$ cat src/rtl/pipe_stage_reg.sv
// rtl/pipe_stage_reg.sv - elastic valid/ready pipeline stage register, optional skid entry under PIPE_SKID_EN
module pipe_stage_reg #(
    parameter int DATA_W = 64,
    parameter int CTRL_W = 8
) (
    input  logic              clk,
    input  logic              rst_n,
    input  logic              flush,
    input  logic              in_valid,
    output logic              in_ready,
    input  logic [DATA_W-1:0] in_data,
    input  logic [CTRL_W-1:0] in_ctrl,
    output logic              out_valid,
    input  logic              out_ready,
    output logic [DATA_W-1:0] out_data,
    output logic [CTRL_W-1:0] out_ctrl,
    output logic [1:0]        occupancy
);

    // Main entry M: always the beat presented downstream.
    logic              m_valid;
    logic              m_valid_nxt;
    logic [DATA_W-1:0] m_data;
    logic [DATA_W-1:0] m_data_nxt;
    logic [CTRL_W-1:0] m_ctrl;
    logic [CTRL_W-1:0] m_ctrl_nxt;
    logic [1:0]        occupancy_nxt;

    logic              accept;
    logic              drain;

    assign accept = in_valid & in_ready;
    assign drain  = m_valid & out_ready;

`ifdef PIPE_SKID_EN
    // Skid entry S: catches the one beat accepted while M is stalled, so
    // in_ready can come straight from a flop instead of from out_ready.
    logic              s_valid;
    logic              s_valid_nxt;
    logic [DATA_W-1:0] s_data;
    logic [DATA_W-1:0] s_data_nxt;
    logic [CTRL_W-1:0] s_ctrl;
    logic [CTRL_W-1:0] s_ctrl_nxt;

    assign in_ready = ~s_valid;

    // Next-state for both entries; S refills M before any new input does.
    always_comb begin
        m_valid_nxt = m_valid;
        m_data_nxt  = m_data;
        m_ctrl_nxt  = m_ctrl;
        s_valid_nxt = s_valid;
        s_data_nxt  = s_data;
        s_ctrl_nxt  = s_ctrl;
        if (flush) begin
            // Data payloads are left untouched so out_data does not toggle.
            m_valid_nxt = 1'b0;
            s_valid_nxt = 1'b0;
        end else if (!m_valid || drain) begin
            if (s_valid) begin
                // in_ready is low while S is valid, so no input competes here.
                m_valid_nxt = 1'b1;
                m_data_nxt  = s_data;
                m_ctrl_nxt  = s_ctrl;
                s_valid_nxt = 1'b0;
            end else if (accept) begin
                m_valid_nxt = 1'b1;
                m_data_nxt  = in_data;
                m_ctrl_nxt  = in_ctrl;
            end else begin
                m_valid_nxt = 1'b0;
            end
        end else if (accept) begin
            s_valid_nxt = 1'b1;
            s_data_nxt  = in_data;
            s_ctrl_nxt  = in_ctrl;
        end
        occupancy_nxt = {1'b0, m_valid_nxt} + {1'b0, s_valid_nxt};
    end

    // Skid entry registers.
    always_ff @(posedge clk or negedge rst_n) begin
        if (!rst_n) begin
            s_valid <= 1'b0;
            s_data  <= '0;
            s_ctrl  <= '0;
        end else begin
            s_valid <= s_valid_nxt;
            s_data  <= s_data_nxt;
            s_ctrl  <= s_ctrl_nxt;
        end
    end
`else
    // Single entry: ready when empty or when the held beat leaves this cycle.
    assign in_ready = ~m_valid | out_ready;

    // Next-state for the single entry.
    always_comb begin
        m_valid_nxt = m_valid;
        m_data_nxt  = m_data;
        m_ctrl_nxt  = m_ctrl;
        if (flush) begin
            m_valid_nxt = 1'b0;
        end else if (!m_valid || drain) begin
            if (accept) begin
                m_valid_nxt = 1'b1;
                m_data_nxt  = in_data;
                m_ctrl_nxt  = in_ctrl;
            end else begin
                m_valid_nxt = 1'b0;
            end
        end
        occupancy_nxt = {1'b0, m_valid_nxt};
    end
`endif

    // Main entry and registered occupancy.
    always_ff @(posedge clk or negedge rst_n) begin
        if (!rst_n) begin
            m_valid   <= 1'b0;
            m_data    <= '0;
            m_ctrl    <= '0;
            occupancy <= 2'd0;
        end else begin
            m_valid   <= m_valid_nxt;
            m_data    <= m_data_nxt;
            m_ctrl    <= m_ctrl_nxt;
            occupancy <= occupancy_nxt;
        end
    end

    // Bubbles carry a zero control bundle so no stale write-enable leaks downstream.
    assign out_valid = m_valid;
    assign out_data  = m_data;
    assign out_ctrl  = m_valid ? m_ctrl : '0;

endmodule
$ cat config.mk
export PLATFORM = sky130hd
export DESIGN_NAME = pipe_stage_reg
export DESIGN_NICKNAME = d
export VERILOG_FILES = /design/src/rtl/pipe_stage_reg.sv
export SDC_FILE = /design/constraint.sdc
export NUM_CORES = 1
export LEC_CHECK = 0
export ABC_AREA = 1
export CAP_MARGIN = 20
export CELL_PAD_IN_SITES_DETAIL_PLACEMENT = 0
export CELL_PAD_IN_SITES_GLOBAL_PLACEMENT = 1
export CORE_ASPECT_RATIO = 0.75
export CORE_MARGIN = 10
export CORE_UTILIZATION = 28
export DETAILED_ROUTE_END_ITERATION = 12
export PLACE_DENSITY = 0.87
export SYNTH_ARGS = -nofsm -noshare
export SYNTH_HDL_FRONTEND = slang
export SYNTH_SLANG_ARGS = --single-unit
$ cat constraint.sdc
create_clock -name clk -period 1.4 [get_ports clk]
set_input_delay 0.28 -clock clk [delete_from_list [all_inputs] [get_ports clk]]
set_output_delay 0.28 -clock clk [all_outputs]
set_load 0.01 [all_outputs]
==> metrics <==
outcome=finished, final reports clean; Post-Synthesis Cells=337; Final Cycle Share=97.9%; clock buffer depth=2; fraction of layout cells with a size suffix above 1=8.76%; top cell type's share of synthesized area=60.3%; wire length per cell=15.2 µm; vias in the first global route=2,727; number of flops mapped to enable cells by yosys=0; CTS sink cnt=73; max cap viols=0; Final Skew=2.49 ps; antenna fix cells=0; Hold Path Class=input pin to asynchronous set/reset pin; Horiz. Die Dim=140 µm; Mapped Area=0.00303 mm²; Core Rows=32; post-CTS setup buffers=0; Setup TNS Final=0 ps; TritonCTS clock tree=done; Crit path required time=1120 ps; first-pass GRT wire length=15.2 mm; Detailed Routing Iterations Pass 1=4; Peak supply drop=533 µV; FF+latch count, synth=73; IO Pins=153; Critical Path End Type=output port; total gr overflow=0; Leak=2.62 nW; RSZ-0062 raised after global routing=true; Ys Warns=0; post-detail-place hpwl=7.22 mm; clock-pin slew on the worst setup and hold paths=50 ps; DIE AREA=0.0154 mm²; Synth async-reset ratio=100%; largest area contributor in the netlist=dfrtp_1; Synth Flop Type=dfrtp_1; Clk Tree Root Cell=clkbuf_16; Cell Pwr Density=1230 mW/mm²; most frequent cell after synthesis=nand2_1; synth cell count leaders=nand2_1, dfrtp_1, nand3_1; synth-to-layout area growth=61.6%; sequential area share after synthesis=60.3%; Setup violations, final=0; die height=110 µm; gp weighted congestion=0.782; via count=2,787; GRT Util Overall=12.2%; fin crit period=1370 ps; Netlist cell types=11; core area=0.0104 mm²; Arr. time, crit path=1090 ps; kind of critical path=flip-flop to output port; Final Util=47.1%; fmax=0.729 GHz; CP Launch Type=flip-flop; ranking of synthesized cells by area=dfrtp_1, nand2_1, nand3_1; syn avg cell area=9.00 µm²; Post-Syn Nets=414; Fin. Hold Viols=0; largest net degree at the start of global routing=40; Slew Viols, Final=0; final wirelength=9.54 mm; vias per cell=4.44; Clock Latency Late Sink=320 ps; Initial Util=29.1%; largest fanout on the critical path=11; detailed-route DRC error count=0; nets=564; DRT antenna net count=0; initial antenna violation count=0; Num CTS Buffers=9; Iter 0 DRT Violations=117; CTS HTree Levels=3; Port Buffer Count=151
cell type report:
class | count | area [µm²]
Clock inverter | 4 | 45.0
Clock buffer | 11 | 233
Inverter | 10 | 37.5
Multi-Input combinational cell | 229 | 978
Tap cell | 136 | 170
Fill cell | 1022 | 5510
Timing Repair Buffer | 164 | 1610
Sequential cell | 73 | 1830
path summary, 6_finish.rpt:
kind	slack, ps	startpoint	endpoint	cells after the start
worst min-delay path	370	rst_n	out_data[3]	2
min in group clk	460	out_data[30]	out_data[30]	2
worst max-delay path	30	occupancy[0]	out_ctrl[2]	4
worst max register to register	50	occupancy[0]	out_data[16]	7
worst min register to register	460	out_data[30]	out_data[30]	2
max in group asynchronous	580	rst_n	out_data[9]	3
critical path: stages (launching register included):
cell     delay [ps]
dfrtp_1         390
buf_12          150
nand2_1          60
inv_1            30
buf_2           130
registers in the layout, indices dropped and copies added, names as in the netlist:
signal	flops
m_ctrl	8
occupancy	1
out_data	64
metal layers:
layer,share of wire [%],up-vias,GRT usage (%)
met5,0,-,0
met4,1.1,0,3.75
met3,12,11,7.35
met2,46,107,18.3
met1,41,1306,14.5
li1,-,1363,-
layout by cell type, fill, tap and decap left out:
cell,instances
nand2_1,150
clkdlybuf4s50_1,75
dfrtp_1,73
nand3_1,72
dlygate4sd2_1,64
inv_1,9
clkbuf_16,9
buf_12,8
buf_6,6
buf_4,4
buf_2,4
clkinv_2,3
nand2_2,2
nand2_4,2
clkbuf_1,2
clkbuf_2,2
inv_2,1
nor2_4,1
a21oi_1,1
conb_1,1
bufinv_16,1
dlygate4sd3_1,1
where the power goes:
group          internal, W  total (W)  switching [W]
sequential         0.00242    0.00257       0.000154
combinational     0.000657    0.00131       0.000653
clock              0.00136    0.00216       0.000800
total              0.00443    0.00604        0.00161
metrics by stage:
stage | instance area [µm²] | hold slack (ps) | instances | power [W] | setup slack, ps
floorplan | 3030 | -15.6 | 337 | 0.00313 | 261
global placement | 4690 | 176 | 611 | 0.00411 | -310
detailed placement | 4690 | 176 | 611 | 0.00414 | -327
CTS | 4860 | 366 | 627 | 0.00613 | -136
global route | 4900 | 386 | 627 | 0.00642 | -21.4
finish | 4900 | 372 | 627 | 0.00604 | 28.8
repair_timing:
item / 4_1_cts / 5_1_grt
resized for setup: 101 / 17
endpoints found under the setup margin: 147 / 83
endpoints found under the hold margin: 16 / 0
gates cloned: 0 / 0
hold buffers: 1 / 0
pin swaps: 0 / 0
kinds of logic (layout without fill, tap and decap cells):
family / after synthesis / after routing / synth area share, %
other cells: 1 / 1 / 0.124
compound gates: 1 / 1 / 0.165
simple gates: 227 / 227 / 31.8
buf+inv: 35 / 189 / 7.64
flops: 73 / 73 / 60.3
Note: power is estimated with default switching activity, not from simulation.
